$ cat config.mk
export PLATFORM = sky130hd
export DESIGN_NAME = loop_sequencer
export DESIGN_NICKNAME = d
export VERILOG_FILES = /design/src/rtl/loop_seq_pkg.sv /design/src/rtl/loop_down_counter.sv /design/src/rtl/loop_sequencer.sv
export SDC_FILE = /design/constraint.sdc
export NUM_CORES = 1
export LEC_CHECK = 0
export CAP_MARGIN = 20
export CORE_MARGIN = 2
export CORE_UTILIZATION = 30
export CTS_BUF_LIST = sky130_fd_sc_hd__clkbuf_16
export CTS_CLUSTER_DIAMETER = 150
export DETAILED_ROUTE_END_ITERATION = 6
export HOLD_SLACK_MARGIN = 0.06
export MAX_ROUTING_LAYER = met4
export PLACE_DENSITY = 0.52
export RECOVER_POWER = 100
export REMOVE_ABC_BUFFERS = 1
export SETUP_SLACK_MARGIN = 0.5
export SLEW_MARGIN = 0
export SYNTH_ARGS = -nofsm -noshare
export SYNTH_HDL_FRONTEND = slang
export SYNTH_SLANG_ARGS = --single-unit
$ cat constraint.sdc
create_clock -name clk -period 4.6 [get_ports clk]
set_clock_uncertainty 0.15 [all_clocks]
set_input_delay 0.92 -clock clk [delete_from_list [all_inputs] [get_ports clk]]
set_output_delay 0.92 -clock clk [all_outputs]
set_load 0.01 [all_outputs]
$ cat src/rtl/loop_seq_pkg.sv
// Shared types and defaults for the loop sequencer.
package loop_seq_pkg;

  localparam int unsigned CNT_W_DEF    = 4;   // outer/inner count field width
  localparam int unsigned AW_DEF       = 32;  // PC/address width
  localparam int unsigned DONE_PULSE_W = 1;   // width of the done pulse register

  typedef enum logic {
    ST_IDLE = 1'b0,
    ST_RUN  = 1'b1
  } seq_state_e;

endpackage

$ cat src/rtl/loop_down_counter.sv
// Loadable down counter with a zero flag; it saturates at zero instead of
// wrapping.
module loop_down_counter
  import loop_seq_pkg::*;
#(
  parameter int unsigned W = CNT_W_DEF
) (
  input  logic         clk,
  input  logic         rst,
  input  logic         load_i,
  input  logic [W-1:0] load_val_i,
  input  logic         dec_i,
  output logic [W-1:0] count_o,
  output logic         zero_o
);

  logic [W-1:0] count_q, count_d;

  // Next count: a load wins over a decrement, and a decrement at zero is a no-op.
  always_comb begin
    count_d = count_q;
    if (load_i) begin
      count_d = load_val_i;
    end else if (dec_i && (count_q != '0)) begin
      count_d = count_q - W'(1);
    end
  end

  // Count register.
  // NOTE: clocked state uses non-blocking (<=) assignments so every register samples pre-edge values.
  always_ff @(posedge clk or posedge rst) begin
    if (rst) begin
      count_q <= '0;
    end else begin
      count_q <= count_d;
    end
  end

  assign count_o = count_q;
  assign zero_o  = (count_q == '0);

endmodule

$ cat src/rtl/loop_sequencer.sv
// Hardware loop sequencer: on a loop-call it redirects the PC to the body,
// replays the body outer*inner instructions, then returns to the caller.
// Optional feature: define LOOP_SEQ_ABORT_EN to add the abort_i input, which
// forces an early return from RUN.
module loop_sequencer
  import loop_seq_pkg::*;
#(
  parameter int unsigned CNT_W = CNT_W_DEF,
  parameter int unsigned AW    = AW_DEF
) (
  input  logic             clk,
  input  logic             rst,
`ifdef LOOP_SEQ_ABORT_EN
  input  logic             abort_i,
`endif
  input  logic             start_i,
  input  logic [CNT_W-1:0] outer_i,
  input  logic [CNT_W-1:0] inner_i,
  input  logic [AW-1:0]    target_i,
  input  logic [AW-1:0]    ret_i,
  input  logic [AW-1:0]    pc_seq_i,
  output logic [AW-1:0]    pc_next_o,
  output logic             busy_o,
  output logic             done_o,
  output logic [CNT_W-1:0] iter_o
);

  seq_state_e              state_q, state_d;
  logic [AW-1:0]           target_q, target_d;
  logic [AW-1:0]           ret_q, ret_d;
  logic [CNT_W-1:0]        inner_len_q, inner_len_d;
  logic [DONE_PULSE_W-1:0] done_q, done_d;

  logic             in_load, in_dec, in_zero;
  logic [CNT_W-1:0] in_val, inner_left;
  logic             out_load, out_dec, out_zero;
  logic [CNT_W-1:0] out_val, outer_left;
  logic             abort_req;
  logic             unused_inner;

`ifdef LOOP_SEQ_ABORT_EN
  assign abort_req = abort_i;
`else
  assign abort_req = 1'b0;
`endif

  // The inner count value itself is only needed through its zero flag.
  assign unused_inner = ^inner_left;

  loop_down_counter #(.W(CNT_W)) u_inner_cnt (
    .clk        (clk),
    .rst        (rst),
    .load_i     (in_load),
    .load_val_i (in_val),
    .dec_i      (in_dec),
    .count_o    (inner_left),
    .zero_o     (in_zero)
  );

  loop_down_counter #(.W(CNT_W)) u_outer_cnt (
    .clk        (clk),
    .rst        (rst),
    .load_i     (out_load),
    .load_val_i (out_val),
    .dec_i      (out_dec),
    .count_o    (outer_left),
    .zero_o     (out_zero)
  );

  // Next-state, PC selection and counter control.
  always_comb begin
    // NOTE: every signal driven here gets a default first so no path can infer a latch.
    state_d     = state_q;
    target_d    = target_q;
    ret_d       = ret_q;
    inner_len_d = inner_len_q;
    done_d      = '0;
    pc_next_o   = pc_seq_i;
    in_load     = 1'b0;
    in_val      = '0;
    in_dec      = 1'b0;
    out_load    = 1'b0;
    out_val     = '0;
    out_dec     = 1'b0;

    unique case (state_q)
      ST_IDLE: begin
        if (start_i) begin
          if ((outer_i != '0) && (inner_i != '0)) begin
            pc_next_o   = target_i;
            target_d    = target_i;
            ret_d       = ret_i;
            inner_len_d = inner_i;
            in_load     = 1'b1;
            in_val      = inner_i - CNT_W'(1);
            out_load    = 1'b1;
            out_val     = outer_i - CNT_W'(1);
            state_d     = ST_RUN;
          end else begin
            // Empty loop: return straight away without entering RUN.
            pc_next_o = ret_i;
            done_d    = '1;
          end
        end
      end

      ST_RUN: begin
        if (abort_req) begin
          // Early return; clear the counters so no stale count lingers.
          pc_next_o = ret_q;
          state_d   = ST_IDLE;
          done_d    = '1;
          in_load   = 1'b1;
          out_load  = 1'b1;
        end else if (!in_zero) begin
          in_dec = 1'b1;
        end else if (!out_zero) begin
          // End of a pass with passes remaining: restart the body.
          pc_next_o = target_q;
          in_load   = 1'b1;
          in_val    = inner_len_q - CNT_W'(1);
          out_dec   = 1'b1;
        end else begin
          pc_next_o = ret_q;
          state_d   = ST_IDLE;
          done_d    = '1;
        end
      end

      default: state_d = ST_IDLE;
    endcase
  end

  // State, latched call operands and done pulse register.
  always_ff @(posedge clk or posedge rst) begin
    if (rst) begin
      state_q     <= ST_IDLE;
      target_q    <= '0;
      ret_q       <= '0;
      inner_len_q <= '0;
      done_q      <= '0;
    end else begin
      state_q     <= state_d;
      target_q    <= target_d;
      ret_q       <= ret_d;
      inner_len_q <= inner_len_d;
      done_q      <= done_d;
    end
  end

  assign busy_o = (state_q == ST_RUN);
  assign done_o = |done_q;
  assign iter_o = (state_q == ST_RUN) ? outer_left : '0;

endmodule
* After elaboration in Yosys (flattened, before gate mapping) *
Cells that the tools add are included.

storage, ports and cells
  bits in registers = 78
  latch bits = 0
  memory bits (writable) = 0
  memory bits (read-only) = 0
  input port bits = 107
  output and inout bits = 38
  logic and storage cells = 59
  memories kept = 0

cells by class
  add/sub/neg operators = 5
  multipliers = 0
  divide/modulo/power cells = 0
  order comparisons = 0
  eq/ne operators = 0
  shift operators = 0
  mux-type cells = 34
  bitwise gates (word level) = 1
  reduce and logical (&&, ||, !) cells = 12

operator list
  operator                                           number
  two-way mux 32 bit                                 4
  case mux 32 bit (2 select lines)                   1
  two-way mux 4 bit                                  12
  subtractor 4 x 1 -> 4 bit (second input constant)  5
  nonzero test 4 bit                                 4
  two-way mux 1 bit                                  12
  logical NOT 4 bit                                  2
  case mux 1 bit (2 select lines)                    4
  case mux 4 bit (2 select lines)                    1
  nonzero test 2 bit                                 2
  logical AND 1 bit                                  3
  AND reduction 3 bit                                1
  inverter 1 bit                                     1

* Longest topological paths before layout *
Gate-level depths: netlist of the first run.

  word-level depth = 7
  gate-level depth with buffers = 8
  gate-level depth less buffers = 6

* Hierarchy *
A second synthesis of the first run with hierarchy kept.

second synthesis, totals
  cell total of the unflattened synthesis = 511
  area, all modules = 4,604.4 um2

by module, submodules not included
  module             times used  cells an instance  area an instance (um2)  sequential area each (um2)
  loop_sequencer     1           455                4,081.4                 1,751.7
  loop_down_counter  2           28                 261.5                   100.1

* Least setup slack after synthesis of the first run *
Ideal clock, no wire load.

  path type = in2out
  start = in inner_i[0]
  end = out pc_next_o[10]
  arrival = 2.168 ns
  required time = 3.530 ns
  path slack = 1.362 ns
  stages = 7
  path buffers = 1
  cell sequence = inv_1 ha_1 nor3b_4 buf_2 o21ai_1 a311oi_1 a21o_1

between the ends
  cells in the longest elaborated chain, start to end = 5

ends and longest elaborated chain
  element                           line                  source
  from (decl)                       loop_sequencer.sv:18  input logic [CNT_W-1:0] inner_i,
  nonzero test 4 bit                loop_sequencer.sv:89  if ((outer_i != '0) && (inner_i != '0)) begin
  logical AND 1 bit                 loop_sequencer.sv:89
  two-way mux 32 bit                loop_sequencer.sv:89
  two-way mux 32 bit                loop_sequencer.sv:88  if (start_i) begin
  case mux 32 bit (2 select lines)  loop_sequencer.sv:86  unique case (state_q)
  to (decl)                         loop_sequencer.sv:22  output logic [AW-1:0] pc_next_o,

No other way between the ends.

* Final worst setup path of the first run *
  start = in inner_i[0]
  end = out pc_next_o[5]

Same word-level chain as after synthesis.

==> results_dict.tcl, run 1 <==
set metrics [dict create \
    synth_top_area_cell "sky130_fd_sc_hd__dfrtp_1" \
    worst-path-max-fanout 6 \
    area_added_between_synthesis_and_finish_pct 43.1 \
    timing_hold_violations_final 0 \
    ys_warn_count 0 \
    drt_first_iter_violations 547 \
    final.min_clock_period_ns 4.31 \
    r2r_cells 5 \
    die_y_um 134 \
    min_path_cells 2 \
    crit_path_max_incr_delay_ns 0.54 \
    cp.arrival_ns 3.24 \
    place_ws_ns 0.236 \
    floorplan.initialDensity_pct 30.7 \
    drt_wl_total_mm 18.3 \
    fp.dieW_um 134 \
    worstSetupStartpointType "input port" \
    synth_area_sq_um 5110 \
    synth.area.top_cells "sky130_fd_sc_hd__dfrtp_1 (38%), sky130_fd_sc_hd__nand2_1 (20%), sky130_fd_sc_hd__a31oi_1 (4.2%), sky130_fd_sc_hd__a311oi_1 (3.4%), sky130_fd_sc_hd__nor2_1 (3.1%)" \
    power.ir.vdd_worst_mv 0.241 \
    dpl.cell_count 1024 \
    cts_sinks 78 \
    finalWorstSetupSlack_ns 0.294 \
    criticalPathCategory "in -> out" \
    grt.total_usage_pct 20.1 \
    run_status "complete, but fails checks" \
    tns_ns 0 \
    die_area_sq_um 18100 \
    yosys_most_used_dff "sky130_fd_sc_hd__dfrtp_1" \
    hp-start "ret_q[19]" \
    setup-violations-final 0 \
    gp_routability_congestion 0.830 \
    synth_common_cells "sky130_fd_sc_hd__nand2_1 (268), sky130_fd_sc_hd__dfrtp_1 (78), sky130_fd_sc_hd__nor2_1 (42), sky130_fd_sc_hd__a31oi_1 (34), sky130_fd_sc_hd__clkbuf_1 (29)" \
    fmax_ghz 0.232 \
    cts_buffers 9 \
    synth_edf_count 0 \
    grt_first_pass_wirelength_mm 28.4 \
    synth_most_common_cell "sky130_fd_sc_hd__nand2_1" \
    maxSlewViolCount 90 \
    detail_route.first_pass.iterations 7 \
    n_antenna_cell 0 \
    r2r_end "u_inner_cnt.count_o[2]" \
    avg_cell_area_syn_sq_um 7.36 \
    tightestPinTransition_ns 2.16 \
    post_cts_clock_slew_at_the_launch_and_capture_registers_of_the_worst_setup_and_hold_paths_ns 0.06 \
    max_cap_viol_count 2 \
    instances_no_fill 1061 \
    rsz0062_at_grt "yes" \
    design.final.nets 950 \
    drive_above_1_share_pct 7.61 \
    drt-wirelength-per-cell_um 17.2 \
    routed-via-count 5512 \
    min_path_type "reg -> reg" \
    cts_tree "done" \
    cts_max_level 3 \
    static-leakage-power_nw 3.42 \
    ys_async_sr_fraction_pct 100 \
    critical-path-slowest-cell "sky130_fd_sc_hd__clkdlybuf4s50_1" \
    crit_required_ns 3.53 \
    powerDensity_nw_per_um2 448 \
    top_level_ports 145 \
    timing.rr.start "busy_o" \
    detailed_place_hpwl_mm 11.5 \
    drt_drc_violations_left 0 \
    period_share_pct 93.6 \
    antenna_found_initial 0 \
    reg2reg_setup_slack_ns 0.93 \
    grt_start_max_net_pins 46 \
    floorplan.rows 47 \
    insertion_delay_ns 0.33 \
    fp.coreArea_sq_um 16600 \
    postRouteAntennaNets 0 \
    clock_tree_root "sky130_fd_sc_hd__clkbuf_16" \
    global_route.overflow_total 0 \
    hold_end "ret_q[19]" \
    detail_route.vias_per_cell 5.20 \
    syn_inst 694 \
    timing.max_slew.rel_slack_pct -45.0 \
    synth.yosys.seq_area_share_pct 38.2 \
    yosysTopAreaCellShare_pct 38.2 \
    clock_tree.buffer_depth 2 \
    io_buffer_count 144 \
    first_global_vias 5481 \
    layout.filler_cells 1643 \
    timing.critical_path.to_type "output port" \
    synth_seq_cells 78 \
    violations "capacitance limit, slew limit" \
    cp_cell_sequence "clkdlybuf4s25_1, inv_1, ha_1, nor3b_1, buf_4, clkbuf_1, o21ai_1, a311oi_1, a21o_1, clkdlybuf4s50_1" \
    yosys.cell_types.count 45 \
]
[kinds of logic (layout without fill, tap and decap cells)]
kind of cell	count (synthesis)	after routing	synth area share (%)
simple gates	371	371	31.0
compound gates	163	163	21.6
flops	78	78	38.2
buf+inv	68	215	6.29
fa+ha+maj	7	7	1.71
xor+xnor	7	7	1.20
[per-layer routing]
| layer | vias to the layer above | GRT usage (%) | share of wire, % |
|---|---|---|---|
| met1 | 2617 | 25.7 | 45 |
| met4 | 0 | 6.14 | 1.9 |
| met2 | 219 | 32.7 | 47 |
| met3 | 32 | 3.49 | 6.4 |
| li1 | 2644 | - | - |
| met5 | - | - | 0 |
[worst max-delay path: cells and delay by family]
family | cells | cell delay [ns]
simple gates | 1 | 0.18
compound gates | 3 | 0.50
buf+inv | 5 | 1.46
fa+ha+maj | 1 | 0.17
[flip-flops by register name (all words and copies together), names as in the netlist]
register	cells
busy_o	1
u_inner_cnt.count_o	4
target_q	32
done_o	1
inner_len_q	4
ret_q	32
u_outer_cnt.count_o	4
[where the power goes]
part	internal (mW)	switching [mW]	leakage (nW)
logic	0.656	0.712	2.30
clock network	0.412	0.282	0.145
registers	1.00	0.214	0.966
[metrics by stage]
step	instance area, sq um	util (%)	total power, mW	hold WS, ns
3_3_place_gp	6760	40.6	2.57	0.307
2_1_floorplan	4830	-	1.97	0.296
4_1_cts	7160	43.0	3.32	0.326
6_report	7310	43.9	3.28	0.322
3_5_place_dp	6760	40.6	2.61	0.312
5_1_grt	7310	43.9	3.52	0.340
[repair_timing]
action	4_1_cts	5_1_grt
hold endpoints to repair	0	0
endpoints found under the setup margin	32	31
buffers inserted	7	8
resized for setup	4	28
pin swaps	1	1
hold buffers	0	0
gates cloned	2	4
[cell type report]
| type | instances | area, sq um | share of cell area (%) |
|---|---|---|---|
| Sequential cell | 78 | 1950 | 26.7 |
| Clock inverter | 7 | 56.3 | 0.770 |
| Clock buffer | 9 | 225 | 3.08 |
| Multi-Input combinational cell | 548 | 2840 | 38.8 |
| Timing Repair Buffer | 187 | 1920 | 26.2 |
| Tap cell | 220 | 275 | 3.77 |
| Inverter | 12 | 46.3 | 0.633 |
[worst max path at each step]
stage | startpoint | end | depth (start not counted) | slack [ns]
floorplan | outer_i[0] | pc_next_o[0] | 5 | 0.23
global placement | outer_i[0] | pc_next_o[27] | 9 | 0.29
detailed placement | outer_i[0] | pc_next_o[29] | 9 | 0.24
CTS | inner_i[0] | pc_next_o[12] | 9 | 0.31
global route | inner_i[0] | pc_next_o[15] | 10 | 0.18
finish | inner_i[0] | pc_next_o[5] | 10 | 0.29
[cell usage in the layout (no fill, tap or decap), types with 3 or more instances in the layout]
cell,instances
sky130_fd_sc_hd__xor2_1,6
sky130_fd_sc_hd__nor3_1,4
sky130_fd_sc_hd__nand3_1,25
sky130_fd_sc_hd__and2_1,3
sky130_fd_sc_hd__clkinv_2,3
sky130_fd_sc_hd__nand2_1,268
sky130_fd_sc_hd__buf_12,3
sky130_fd_sc_hd__dfrtp_1,78
sky130_fd_sc_hd__nand2b_1,13
sky130_fd_sc_hd__buf_4,21
sky130_fd_sc_hd__clkbuf_16,12
sky130_fd_sc_hd__a21oi_1,17
sky130_fd_sc_hd__ha_1,7
sky130_fd_sc_hd__o21ai_0,16
sky130_fd_sc_hd__a31o_1,3
sky130_fd_sc_hd__dlygate4sd2_1,3
sky130_fd_sc_hd__clkdlybuf4s50_1,105
sky130_fd_sc_hd__clkbuf_1,4
sky130_fd_sc_hd__or3b_1,3
sky130_fd_sc_hd__a31oi_1,34
sky130_fd_sc_hd__o211ai_1,12
sky130_fd_sc_hd__dlygate4sd3_1,19
sky130_fd_sc_hd__dlymetal6s2s_1,6
sky130_fd_sc_hd__nor3b_4,3
sky130_fd_sc_hd__clkdlybuf4s25_1,10
sky130_fd_sc_hd__buf_6,7
sky130_fd_sc_hd__o21ai_1,21
sky130_fd_sc_hd__a21o_1,20
sky130_fd_sc_hd__inv_1,10
sky130_fd_sc_hd__a211o_1,12
sky130_fd_sc_hd__nor2_1,42
sky130_fd_sc_hd__a311oi_1,18
No activity file was read; power rests on OpenSTA's default activity.
==> run 2, diff against run 1 <==
--- a/config.mk
+++ b/config.mk
@@ -11,6 +11,7 @@
 export CTS_BUF_LIST = sky130_fd_sc_hd__clkbuf_16
 export CTS_CLUSTER_DIAMETER = 150
 export DETAILED_ROUTE_END_ITERATION = 6
+export GPL_TIMING_DRIVEN = 0
 export HOLD_SLACK_MARGIN = 0.06
 export MAX_ROUTING_LAYER = met4
 export PLACE_DENSITY = 0.52
==> results_dict.tcl, run 2 (synthesis results as in run 1) <==
set metrics [dict create \
    instances_no_fill 1056 \
    floorplan.initialDensity_pct 30.7 \
    timing.critical_path.to_type "output port" \
    grt_first_pass_wirelength_mm 28.4 \
    crit_path_max_incr_delay_ns 0.54 \
    fp.dieW_um 134 \
    maxSlewViolCount 83 \
    fmax_ghz 0.237 \
    fp.coreArea_sq_um 16600 \
    worst_hold_margin_ns 0.324 \
    drive_above_1_share_pct 8.37 \
    detail_route.vias_per_cell 5.20 \
    cts_sinks 78 \
    detail_route.first_pass.iterations 6 \
    criticalPathCategory "in -> out" \
    worstSetupStartpointType "input port" \
    static-leakage-power_nw 3.41 \
    drt_first_iter_violations 436 \
    dpl.cell_count 1020 \
    drt_wl_total_mm 18.0 \
    area_added_between_synthesis_and_finish_pct 44.8 \
    post_cts_clock_slew_at_the_launch_and_capture_registers_of_the_worst_setup_and_hold_paths_ns 0.06 \
    drt-wirelength-per-cell_um 17.0 \
    power.ir.vdd_worst_mv 0.198 \
    reg2reg_setup_slack_ns 1.11 \
    r2r_end "u_outer_cnt.count_o[0]" \
    postCtsHoldBufs 0 \
    setup-violations-final 0 \
    layout_commonest_cell "sky130_fd_sc_hd__nand2_1" \
    min_path_type "reg -> reg" \
    global_route.overflow_total 0 \
    r2r_cells 6 \
    gp_routability_congestion 0.832 \
    detailed_place_hpwl_mm 11.6 \
    critical-path-slowest-cell "sky130_fd_sc_hd__clkdlybuf4s50_1" \
    period_share_pct 91.7 \
    die_y_um 134 \
    powerDensity_nw_per_um2 449 \
    layout.filler_cells 1638 \
    crit_required_ns 3.53 \
    tightestPinTransition_ns 1.85 \
    routed-via-count 5486 \
    hold_end "target_q[9]" \
    worst-path-max-fanout 9 \
    cp_cell_sequence "dlygate4sd2_1, inv_1, ha_4, nor3b_1, buf_8, buf_6, o21ai_1, a311oi_2, a21o_1, clkdlybuf4s50_1" \
    top_flop_regs "ret_q (32), target_q (32)" \
    rsz0062_at_grt "no" \
    postRouteAntennaNets 0 \
    first_global_vias 5446 \
    violations "capacitance limit, slew limit" \
    floorplan.rows 47 \
    drt_drc_violations_left 0 \
    top_level_ports 145 \
    tns_ns 0 \
    clock_tree.buffer_depth 2 \
    grt.total_usage_pct 20.5 \
    io_buffer_count 144 \
    mostFrequentLayoutCells "sky130_fd_sc_hd__nand2_1 (268), sky130_fd_sc_hd__clkdlybuf4s50_1 (101), sky130_fd_sc_hd__dfrtp_1 (77)" \
    final.min_clock_period_ns 4.22 \
    timing.rr.start "busy_o" \
    cts_max_level 3 \
    cts_tree "done" \
    antenna_found_initial 0 \
    min_path_cells 2 \
    insertion_delay_ns 0.34 \
    cp.arrival_ns 3.15 \
    stdcell_area_sq_um 7400 \
    die_area_sq_um 18100 \
    n_antenna_cell 0 \
    clock_tree_root "sky130_fd_sc_hd__clkbuf_16" \
    max_cap_viol_count 2 \
    grt_start_max_net_pins 44 \
    design.final.nets 945 \
    timing_hold_violations_final 0 \
    timing.max_slew.rel_slack_pct -23.9 \
    hp-start "target_q[9]" \
    cts_buffers 9 \
    placed_area_sq_um 6950 \
    run_status "complete, but fails checks" \
]
-- run 2: metrics by stage --
stage	power, mW	setup slack, ns	util (%)
finish	3.32	0.381	44.5
global route	3.57	0.259	44.5
CTS	3.37	0.469	44.3
detailed placement	2.67	-0.623	41.8
global placement	2.54	-3.37	39.4
floorplan	1.97	0.230	-
-- run 2: worst max-delay path by stage --
stage,from,endpoint,slack [ns]
after floorplan,outer_i[0],pc_next_o[0],0.23
after global placement,start_i,pc_next_o[14],-3.37
after detailed placement,outer_i[0],pc_next_o[24],-0.62
after CTS,outer_i[0],pc_next_o[24],0.47
after global routing,outer_i[1],pc_next_o[27],0.26
final,outer_i[1],pc_next_o[3],0.38
-- run 2: power breakdown --
group,leakage (nW),switching [mW],internal [mW]
logic,2.30,0.730,0.688
registers,0.965,0.210,1.00
clock network,0.145,0.279,0.412
-- run 2: area by class of cell --
| cell class | count | area, sq um | share of cell area [%] |
|---|---|---|---|
| inverter | 12 | 46.3 | 0.626 |
| timing repair buffer | 180 | 1940 | 26.3 |
| multi-input combinational | 550 | 2900 | 39.2 |
| sequential | 78 | 1950 | 26.4 |
| clock inverter | 7 | 56.3 | 0.761 |
| tap | 220 | 275 | 3.72 |
| clock buffer | 9 | 225 | 3.04 |
-- run 2: worst max-delay path, delay by kind of cell --
family	cells	cell delay (ns)
AOI/OAI and AO/OA	3	0.46
and+or+nand+nor	1	0.38
adders and majority gates	1	0.16
buffers and inverters	5	1.21
-- run 2: routing by layer --
metal	wire length [um]	GRT usage, %
met2	8710	33.8
met5	0	-
met4	272	8.07
met3	1130	3.90
met1	7870	24.9
-- run 2: repair_timing --
action / 4_1_cts / 5_1_grt
setup endpoints to repair: 32 / 24
pin swaps: 3 / 13
gates resized for setup: 43 / 22
setup buffers: 16 / 2
cloned: 1 / 1
